**src/rtl/pipe_frontend_ctrl.sv**
```systemverilog
// Front-end pipeline control: applies hazard-unit and memory-handshake decisions
// to the IF/ID register, PC write enable and ID/EX controls, and counts stalls and flushes.
module pipe_frontend_ctrl #(
   parameter logic [31:0] NOP_INSTR = 32'h0000_0000,
   parameter int          CNT_W     = 16
) (
   input  logic             CLK,
   input  logic             RST,
   input  logic             ihit,
   input  logic             dmem_req,
   input  logic             dhit,
   input  logic [31:0]      instr_in,
   input  logic [31:0]      npc_in,
   input  logic             pc_en,
   input  logic             id_en,
   input  logic             flushed,
   input  logic             halt_id,
   output logic [31:0]      instr_id,
   output logic [31:0]      npc_id,
   output logic             valid_id,
   output logic             pc_we,
   output logic             ex_en,
   output logic             ex_bubble,
   output logic             halted,
   output logic [CNT_W-1:0] stall_cnt,
   output logic [CNT_W-1:0] flush_cnt
);

   typedef enum logic [1:0] {
      ST_RUN,
      ST_FREEZE,
      ST_HALTED
   } state_t;

   localparam logic [CNT_W-1:0] CNT_MAX = '1;

   state_t           state_q, state_d;
   logic [31:0]      instr_q, instr_d;
   logic [31:0]      npc_q, npc_d;
   logic             valid_q, valid_d;
   logic [CNT_W-1:0] stall_q, stall_d;
   logic [CNT_W-1:0] flush_q, flush_d;
   logic             pc_we_c, ex_en_c, ex_bubble_c;
   logic             freeze;

   assign freeze = dmem_req & ~dhit;

   // NOTE: every signal written here gets a default first, so no path leaves one unassigned and no latch is inferred.
   always_comb begin
      state_d     = state_q;
      instr_d     = instr_q;
      npc_d       = npc_q;
      valid_d     = valid_q;
      stall_d     = stall_q;
      flush_d     = flush_q;
      pc_we_c     = 1'b0;
      ex_en_c     = 1'b0;
      ex_bubble_c = 1'b0;

      if (state_q == ST_HALTED) begin
         // Let in-flight instructions drain while fetch is parked on a NOP.
         ex_en_c = ~freeze;
         instr_d = NOP_INSTR;
         valid_d = 1'b0;
      end else if (freeze) begin
         state_d = ST_FREEZE;
      end else begin
         // The cycle a freeze releases behaves exactly like a RUN cycle.
         state_d = ST_RUN;
         ex_en_c = 1'b1;
         if (flushed) begin
            pc_we_c = 1'b1;
            instr_d = NOP_INSTR;
            npc_d   = '0;
            valid_d = 1'b0;
            if (flush_q != CNT_MAX) flush_d = flush_q + 1'b1;
         end else if (!id_en) begin
            ex_bubble_c = 1'b1;
            if (stall_q != CNT_MAX) stall_d = stall_q + 1'b1;
         end else if (!ihit) begin
            instr_d = NOP_INSTR;
            valid_d = 1'b0;
         end else begin
            pc_we_c = pc_en;
            instr_d = instr_in;
            npc_d   = npc_in;
            valid_d = 1'b1;
         end
         if (halt_id && valid_q && !flushed) state_d = ST_HALTED;
      end
   end

   // NOTE: sequential state uses non-blocking assignments so all flops sample pre-edge values together.
   always_ff @(posedge CLK) begin
      if (RST) begin
         state_q <= ST_RUN;
         instr_q <= NOP_INSTR;
         npc_q   <= '0;
         valid_q <= 1'b0;
         stall_q <= '0;
         flush_q <= '0;
      end else begin
         state_q <= state_d;
         instr_q <= instr_d;
         npc_q   <= npc_d;
         valid_q <= valid_d;
         stall_q <= stall_d;
         flush_q <= flush_d;
      end
   end

   assign instr_id  = instr_q;
   assign npc_id    = npc_q;
   assign valid_id  = valid_q;
   assign halted    = (state_q == ST_HALTED);
   assign stall_cnt = stall_q;
   assign flush_cnt = flush_q;
   assign pc_we     = pc_we_c & ~RST;
   assign ex_en     = ex_en_c & ~RST;
   assign ex_bubble = ex_bubble_c & ~RST;

endmodule

```
**config.mk**
```make
export PLATFORM = sky130hd
export DESIGN_NAME = pipe_frontend_ctrl
export DESIGN_NICKNAME = d
export VERILOG_FILES = /design/src/rtl/pipe_frontend_ctrl.sv
export SDC_FILE = /design/constraint.sdc
export NUM_CORES = 1
export LEC_CHECK = 0
export ABC_AREA = 1
export BUFFER_PORTS_ARGS = -buffer_cell sky130_fd_sc_hd__buf_2
export CAP_MARGIN = 10
export CORE_MARGIN = 2
export CORE_UTILIZATION = 50
export CTS_BUF_LIST = sky130_fd_sc_hd__clkbuf_4
export DETAILED_ROUTE_END_ITERATION = 10
export PLACE_DENSITY = 0.9
export SYNTH_ARGS = -nofsm -noshare
export SYNTH_HDL_FRONTEND = slang
export SYNTH_SLANG_ARGS = --single-unit
```
**constraint.sdc**
```tcl
create_clock -name CLK -period 3.09 [get_ports CLK]
set_input_delay 0.7725 -clock CLK [delete_from_list [all_inputs] [get_ports CLK]]
set_output_delay 0.7725 -clock CLK [all_outputs]
set_load 0.02 [all_outputs]
```
; After elaboration in Yosys (flattened, before gate mapping)
; Index checks and enable logic that the tools add are counted.
[totals]
regBits = 99
inputBits = 73
out_inout_bits = 101
word_cells = 53
[op_classes]
n_addsub = 2
n_eq_ne = 3
n_mux = 22
bitwise_logic = 10
n_reduce_logical = 10
[op_table]
columns = cell, n
row1 = 2-to-1 mux 32 bit, 6
row2 = "adder 16 x 1 -> 16 bit, second input constant", 2
row3 = "!= test 16 bit, second input constant", 2
row4 = 2-to-1 mux 1 bit, 14
row5 = AND reduction 4 bit, 2
row6 = inverter 1 bit, 6
row7 = AND reduction 5 bit, 1
row8 = AND 1 bit, 4
row9 = 2-to-1 mux 2 bit, 2
row10 = nonzero test 2 bit, 2
row11 = "equality test 2 bit, second input constant", 1
row12 = logical AND 1 bit, 2
row13 = AND reduction 2 bit, 1
row14 = OR reduction 2 bit, 1
row15 = zero test 1 bit, 1

; Depth between registers and ports, before layout
; Gate-level depths: netlist of run 1.
[logic_depth]
word_depth = 6
ltp_mapped = 10
ltp_nobuf = 10

; Worst setup path after synthesis of run 1
; No wires, ideal clock.
[synth_timing]
path_type = input -> output
startpoint = input port RST
endpoint = output port pc_we
arrival_ns = 1.681
required_time_ns = 2.318
setup_slack_ns = 0.636
path_stages = 3
n_path_buf = 1
path_cell_list = buf_2 > a21oi_1 > o2111a_1
[synth_between]
elab_chain_len = 2
[synth_rtl]
columns = element, line_no
row1 = start: declaration, 8  ; input logic RST,
row2 = inverter 1 bit, 118  ; assign pc_we = pc_we_c & ~RST;
row3 = AND 1 bit, 118
row4 = end: declaration, 21  ; output logic pc_we,
; Every way passes these cells.

; Worst setup path in the final report of run 1
[layout_timing]
startpoint = input port dhit
endpoint = output port ex_bubble
[layout_between]
elab_chain_len = 5
[layout_rtl]
columns = element, line_no
row1 = start: declaration, 11  ; input logic dhit,
row2 = inverter 1 bit, 46  ; assign freeze = dmem_req & ~dhit;
row3 = AND 1 bit, 46
row4 = 2-to-1 mux 1 bit, 65  ; end else if (freeze) begin
row5 = 2-to-1 mux 1 bit, 60  ; if (state_q == ST_HALTED) begin
row6 = AND 1 bit, 120  ; assign ex_bubble = ex_bubble_c & ~RST;
row7 = end: declaration, 23  ; output logic ex_bubble,
; Every way passes these cells.

==> metrics.yaml, run 1 <==
diodes: 0
cp_common_cell: "buf_2"
worst_pin_slew_ns: 1.01
rows: 33
antenna_left: 0
grtUsageMet3_pct: 4.91
switchingPower_uw: 636
clockBufferDepth: 2
maxCapViolCount: 0
final_layout_size_suffix_gt1_share_pct: 26.2
startpoint_type: "primary input"
drt-total-wl_mm: 11.4
crit_path_end_kind: "output port"
die_area_um2: 9400
outcome: "finished clean"
die_h_um: 97.0
worst-setup-path-type: "in -> out"
synth_area_leaders: "dfxtp_1 46%, nand2_1 17%, a21oi_1 10%"
dr.pass1.iters: 5
grt_usage_pct: 24.1
setup_viol: 0
use_met2_pct: 42.6
grtUsageMet1_pct: 28.6
ys_types: 26
postSynthAreaPerCell_um2: 7.07
finClkSkew_ns: 0.0200
netlist_area_um2: 4320
clk_latency_ns: 0.43
syn2layout_area_growth_pct: 23.8
htreeDepth: 3
post_cts_buffers: 0
antenna_found_initial: 0
internal_power_mw: 1.59
synth_top_area_share_pct: 45.9
crit_arrival_ns: 1.62
leakagePower_nw: 2.46
syn_nets: 686
crit_fanout: 8
hold_violations: 0
cts_made_buffers: 9
vias_per_cell: 5.21
yosys_warnings: 0
peakVddDrop_uv: 336
path_cells: "buf_2 > inv_1 > nand2_2 > nand3_2 > nor2_1 > buf_2"
cts_hold_buf: 0
place_hpwl_mm: 8.31
drc: 0
place.gp.congestion: 0.836
min_delay_path_depth: 2
wl_per_cell_um: 12.9
path_clk_slew_ns: 0.14
grt_pass1_vias: 4239
min_period_ns: 2.40
cpPeakStageDelay_ns: 0.24
port-buffer-count: 173
yosysSeqAreaShare_pct: 45.9
initial_core_util_pct: 52.1
regArea_um2: 1980
utilization_pct: 64.5
fin_ws_ns: 0.695
fin_crit_sh_pct: 77.5
critPathSlowestCell: "nand3_2"
postSynthRegisterBits: 99
max_freq_mhz: 417
grt-ovfl-total: 0
fillers: 745
root_buffer: "clkbuf_4"
grt_busiest_layer: "met2"
p_clk_share_pct: 26.7
detail_route.iter0.violations: 190
final_max_slew_viol_count: 0
switching_share_pct: 28.6
syn_inst: 611
ios: 174
cts_tree: "yes"
rsz0062_at_grt: "false"
die-width_um: 97.0
yosysTopAreaCell: "dfxtp_1"
core_region_area_um2: 8300
powerDensity_nw_per_um2: 415
clkSinkCount: 99
grt_max_degree: 65
tns_ns: 0
vias: 4609
seqPwrFrac_pct: 60.1
finalNetCount: 850
maxSlewHeadroom_pct: 32.8
grt_pass1_wl_mm: 19.0
dp_slack_ns: 0.506
r2r_cells: 5
combPwrFrac_pct: 13.2
multi_input_area_um2: 2070
required_ns: 2.32
ctsResizeCount: 0
hp-class: "reg -> reg"
synth_stat cells, drive strengths merged:
master	n
o2111a	1
nand3	30
nand2	201
nand3b	33
o21ai	5
a31oi	1
xnor2	1
nor3	2
nand4	7
ha	2
clkbuf	21
nor2	73
a21oi	86
and2	1
buf	5
dfxtp	99
xor2	4
inv	39
cells in the final DEF (no fill, tap or decap), types with 3 or more instances in the layout:
master / instances
a21oi_1: 86
buf_2: 173
inv_2: 3
nand2_2: 3
dfxtp_1: 99
buf_4: 6
o21ai_0: 5
inv_1: 36
nand3b_1: 33
nand3_1: 28
clkbuf_4: 9
xor2_1: 4
nor2_1: 72
nand4_1: 7
nand2_1: 197
power groups by stage:
stage,registers (mW),logic [mW],clock network (mW)
detailed placement,1.36,0.294,0
floorplan,1.40,0.138,0
CTS,1.33,0.294,0.608
finish,1.33,0.294,0.593
global route,1.34,0.322,0.666
global placement,1.36,0.285,0
worst max-delay path: cells and delay by family:
family | cells | cell delay, ns
buffers and inverters | 3 | 0.30
and+or+nand+nor | 3 | 0.54
routing by layer:
| layer | vias up | part of all wire [%] |
|---|---|---|
| met4 | 0 | 2.6 |
| met2 | 184 | 50 |
| met5 | - | 0 |
| met1 | 2105 | 40 |
| met3 | 28 | 7.3 |
| li1 | 2292 | - |
registers in the layout, summed over array words and instances (netlist names):
register,cells
instr_id,32
npc_id,32
stall_cnt,16
flush_cnt,16
valid_id,1
state_q,2
area by class of cell:
type | count | area share, %
Clock buffer | 9 | 1.26
Clock inverter | 7 | 0.819
Inverter | 39 | 2.74
Multi-Input combinational cell | 447 | 38.6
Sequential cell | 99 | 37.1
Tap cell | 105 | 2.46
Timing Repair Buffer | 179 | 17.0
cell families (layout without fill, tap and decap cells):
family,after synthesis,after routing,synth area share (%)
adder cells (fa/ha/maj),2,2,0.579
AO/OA/AOI/OAI,93,93,10.9
buffers and inverters,65,234,6.28
XOR/XNOR,5,5,1.01
flip-flops,99,99,45.9
AND/OR/NAND/NOR,347,347,35.3
through the flow:
step	cell area, µm²	instances	total power [mW]	hold slack (ns)
2_1_floorplan	4320	611	1.54	0.538
3_3_place_gp	5240	869	1.65	0.448
3_5_place_dp	5240	869	1.66	0.453
4_1_cts	5350	885	2.24	0.472
5_1_grt	5350	885	2.33	0.490
6_report	5350	885	2.22	0.472
worst paths after layout:
kind         slack (ns)                     from                endpoint
max                0.69                     dhit               ex_bubble
min reg2reg        0.47   npc_id[1]$_SDFFE_PP0P_  npc_id[1]$_SDFFE_PP0P_
min                0.47   npc_id[1]$_SDFFE_PP0P_  npc_id[1]$_SDFFE_PP0P_
max reg2reg        1.10  state_q[0]$_SDFFE_PP0N_  npc_id[7]$_SDFFE_PP0P_
No activity file was read; power rests on OpenSTA's default activity.
==> inputs of run 2 (changes only) <==
--- a/config.mk
+++ b/config.mk
@@ -5,14 +5,14 @@
 export SDC_FILE = /design/constraint.sdc
 export NUM_CORES = 1
 export LEC_CHECK = 0
-export ABC_AREA = 1
+export ABC_AREA = 0
 export BUFFER_PORTS_ARGS = -buffer_cell sky130_fd_sc_hd__buf_2
 export CAP_MARGIN = 10
 export CORE_MARGIN = 2
-export CORE_UTILIZATION = 50
+export CORE_UTILIZATION = 44
 export CTS_BUF_LIST = sky130_fd_sc_hd__clkbuf_4
 export DETAILED_ROUTE_END_ITERATION = 10
-export PLACE_DENSITY = 0.9
+export PLACE_DENSITY = 0.86
 export SYNTH_ARGS = -nofsm -noshare
 export SYNTH_HDL_FRONTEND = slang
 export SYNTH_SLANG_ARGS = --single-unit
==> constraint.sdc (replaced) <==
create_clock -name CLK -period 2 [get_ports CLK]
set_input_delay 0.5 -clock CLK [delete_from_list [all_inputs] [get_ports CLK]]
set_output_delay 0.5 -clock CLK [all_outputs]
set_load 0.02 [all_outputs]
==> metrics.yaml, run 2 <==
vias: 4124  # was 4609
postSynthRegisterBits: 99  # unchanged
hp-class: "in -> reg"  # was reg -> reg
cts_tree: "yes"  # unchanged
cpPeakStageDelay_ns: 0.44  # was 0.24 ns
rows: 34  # was 33
startpoint_type: "flip-flop"  # was primary input
seqPwrFrac_pct: 57.3  # was 60.1%
crit_arrival_ns: 2.33  # was 1.62 ns
critPathSlowestCell: "or4_4"  # was nand3_2
crit_fanout: 5  # was 8
hold_violations: 0  # unchanged
antenna_found_initial: 0  # unchanged
grt_pass1_wl_mm: 18.0  # was 19.0 mm
final_cell_mix: "171 x buf_2, 96 x dfxtp_1, 67 x nor2_1"  # was 197 x nand2_1, 173 x buf_2, 99 x dfxtp_1
synthArstFlopShare_pct: 0  # unchanged
p_clk_share_pct: 29.9  # was 26.7%
diodes: 0  # unchanged
place_hpwl_mm: 8.18  # was 8.31 mm
maxSlewHeadroom_pct: 54.9  # was 32.8%
netlist_area_um2: 4010  # was 4320 µm²
vias_per_cell: 5.47  # was 5.21
port-buffer-count: 173  # unchanged
dr.pass1.iters: 4  # was 5
synth_edf_count: 0  # unchanged
final_layout_size_suffix_gt1_share_pct: 35.9  # was 26.2%
syn_inst: 464  # was 611
synth_area_leaders: "dfxtp_1 49%, nor2_1 6.3%, a22oi_1 6.0%"  # was dfxtp_1 46%, nand2_1 17%, a21oi_1 10%
syn2layout_area_growth_pct: 32.5  # was 23.8%
grt_pass1_vias: 3899  # was 4239
clockBufferDepth: 2  # unchanged
setup_viol: 0  # unchanged
peakVddDrop_uv: 553  # was 336 µV
clkSinkCount: 99  # unchanged
path_cells: "nand2b_4 > inv_4 > or4_4 > or3_4 > or4_1 > a21oi_1"  # was buf_2 > inv_1 > nand2_2 > nand3_2 > nor2_1 > buf_2
worst_pin_slew_ns: 0.676  # was 1.01 ns
yosysTopAreaCell: "dfxtp_1"  # unchanged
grt_usage_pct: 22.1  # was 24.1%
die-width_um: 99.5  # was 97.0 µm
wl_per_cell_um: 15.0  # was 12.9 µm
postSynthAreaPerCell_um2: 8.65  # was 7.07 µm²
initial_core_util_pct: 45.8  # was 52.1%
core_region_area_um2: 8760  # was 8300 µm²
ys_types: 39  # was 26
place_inst: 734  # was 869
synth_common_cells: "99 x dfxtp_1, 67 x nor2_1, 43 x a21oi_1, 43 x nand2_1"  # was 197 x nand2_1, 99 x dfxtp_1, 86 x a21oi_1
die_h_um: 99.5  # was 97.0 µm
dp_slack_ns: -0.250  # was 0.506 ns
utilization_pct: 60.7  # was 64.5%
fin_ws_ns: 0.0211  # was 0.695 ns
switchingPower_uw: 999  # was 636 µW
internal_power_mw: 2.60  # was 1.59 mW
fin_crit_sh_pct: 98.9
place.gp.congestion: 0.818  # was 0.836
final_max_slew_viol_count: 0  # unchanged
min_period_ns: 1.98
combPwrFrac_pct: 12.9  # was 13.2%
cts_made_buffers: 9  # unchanged
fin_total_pwr_mw: 3.60  # was 2.22 mW
htreeDepth: 3  # unchanged
outcome: "finished clean"  # unchanged
max_freq_mhz: 505
grt_max_degree: 66  # was 65
synth_most_common_cell: "dfxtp_1"  # was nand2_1
cpLargestDelayFamily: "simple AND/OR/NAND/NOR gates"  # unchanged
maxCapViolCount: 0  # unchanged
root_buffer: "clkbuf_4"  # unchanged
rsz0062_at_grt: "true"  # was false
final_common_cell: "buf_2"  # was nand2_1
grt-ovfl-total: 0  # unchanged
worstPathBufferInverterCount: 1  # was 3
required_ns: 2.35  # was 2.32 ns
ios: 174  # unchanged
leakagePower_nw: 2.25  # was 2.46 nW
yosys_warnings: 0  # unchanged
powerDensity_nw_per_um2: 677  # was 415 nW/µm²
crit_path_end_kind: "flip-flop"  # was output port
drt-total-wl_mm: 11.3  # was 11.4 mm
yosysSeqAreaShare_pct: 49.4  # was 45.9%
switching_share_pct: 27.8  # was 28.6%
fin_hold_ws_ns: 0.287  # was 0.472 ns
instances_no_fill: 754  # was 885
finalNetCount: 716  # was 850
drc: 0  # unchanged
synth-main-ff-cell: "dfxtp_1"  # unchanged
clk_latency_ns: 0.42  # was 0.43 ns
detail_route.iter0.violations: 265  # was 190
finClkSkew_ns: 0.0170  # was 0.0200 ns
worst-setup-path-type: "reg -> reg"  # was in -> out
antenna_left: 0  # unchanged
cts_hold_buf: 0  # unchanged
syn_nets: 539  # was 686
die_area_um2: 9900  # was 9400 µm²
path_clk_slew_ns: 0.16  # was 0.14 ns
synth_top_area_share_pct: 49.4  # was 45.9%
==> run 2: cell types whose count changed after synthesis, sizes merged, moves of 7 or more <==
cell	change
a22oi	+32
or3	+7
nand2	-158
nor3	+11
nor4	+15
nand3	-16
inv	-35
a21oi	-43
xnor2	+18
clkbuf	+8
==> run 2: routing by layer <==
layer,GRT usage (%),up-vias,routed length [µm]
li1,-,2004,-
met3,7.24,27,949
met4,5.69,0,204
met5,0,-,0
met2,38.9,176,5730
met1,25.9,1917,4430
==> run 2: layout make-up <==
class,instances,area [µm²]
Fill cell,778,3450
Sequential cell,99,1990
Multi-Input combinational cell,330,1950
Timing Repair Buffer,197,1090
Tap cell,108,135
Clock inverter,7,76.3
Clock buffer,9,67.6
Inverter,4,17.5
==> run 2: through the flow <==
stage          cell area, µm²  TNS (ns)
2_1_floorplan            4020    -0.679
3_3_place_gp             5100     -1.54
3_5_place_dp             5100     -2.66
4_1_cts                  5260  -0.00691
5_1_grt                  5320   -0.0901
6_report                 5320         0
==> run 2: cells by family (layout without fill, tap and decap cells) <==
family | Yosys count | count (layout) | share of synthesized area, %
buffers and inverters | 35 | 217 | 3.52
XOR/XNOR | 19 | 19 | 4.15
AND/OR/NAND/NOR | 215 | 215 | 27.7
AO/OA/AOI/OAI | 94 | 94 | 14.6
adder cells (fa/ha/maj) | 2 | 2 | 0.623
flip-flops | 99 | 99 | 49.4
==> run 2: what timing repair did <==
item / 4_1_cts / 5_1_grt
hold endpoints to repair: 0 / 0
gates resized for setup: 3 / 8
buffers inserted: 1 / 3
pin swaps: 3 / 4
endpoints found under the setup margin: 3 / 14
==> run 2: tightest hold or removal path, delay by kind of cell <==
family                 cells  cell delay (ns)
buffers and inverters      1             0.08
AND/OR/NAND/NOR            1             0.07
AO/OA/AOI/OAI              1             0.05
==> run 2: path summary, 6_finish.rpt <==
kind              depth (start not counted)                    start  slack (ns)                          to
hold / removal                            3             instr_in[16]        0.29   instr_id[16]$_SDFFE_PP0P_
setup reg to reg                          6  state_q[0]$_SDFFE_PP0N_        0.02  stall_cnt[11]$_SDFFE_PP0P_
hold reg to reg                           2  npc_id[19]$_SDFFE_PP0P_        0.46     npc_id[19]$_SDFFE_PP0P_
setup / recovery                          6  state_q[0]$_SDFFE_PP0N_        0.02  stall_cnt[11]$_SDFFE_PP0P_
==> run 2: power groups by stage <==
stage | clock network, mW | logic (mW) | registers [mW]
after detailed placement | 0 | 0.459 | 2.10
after global placement | 0 | 0.445 | 2.10
after CTS | 1.11 | 0.462 | 2.06
after global routing | 1.19 | 0.505 | 2.07
final | 1.07 | 0.463 | 2.06
after floorplan | 0 | 0.195 | 2.17
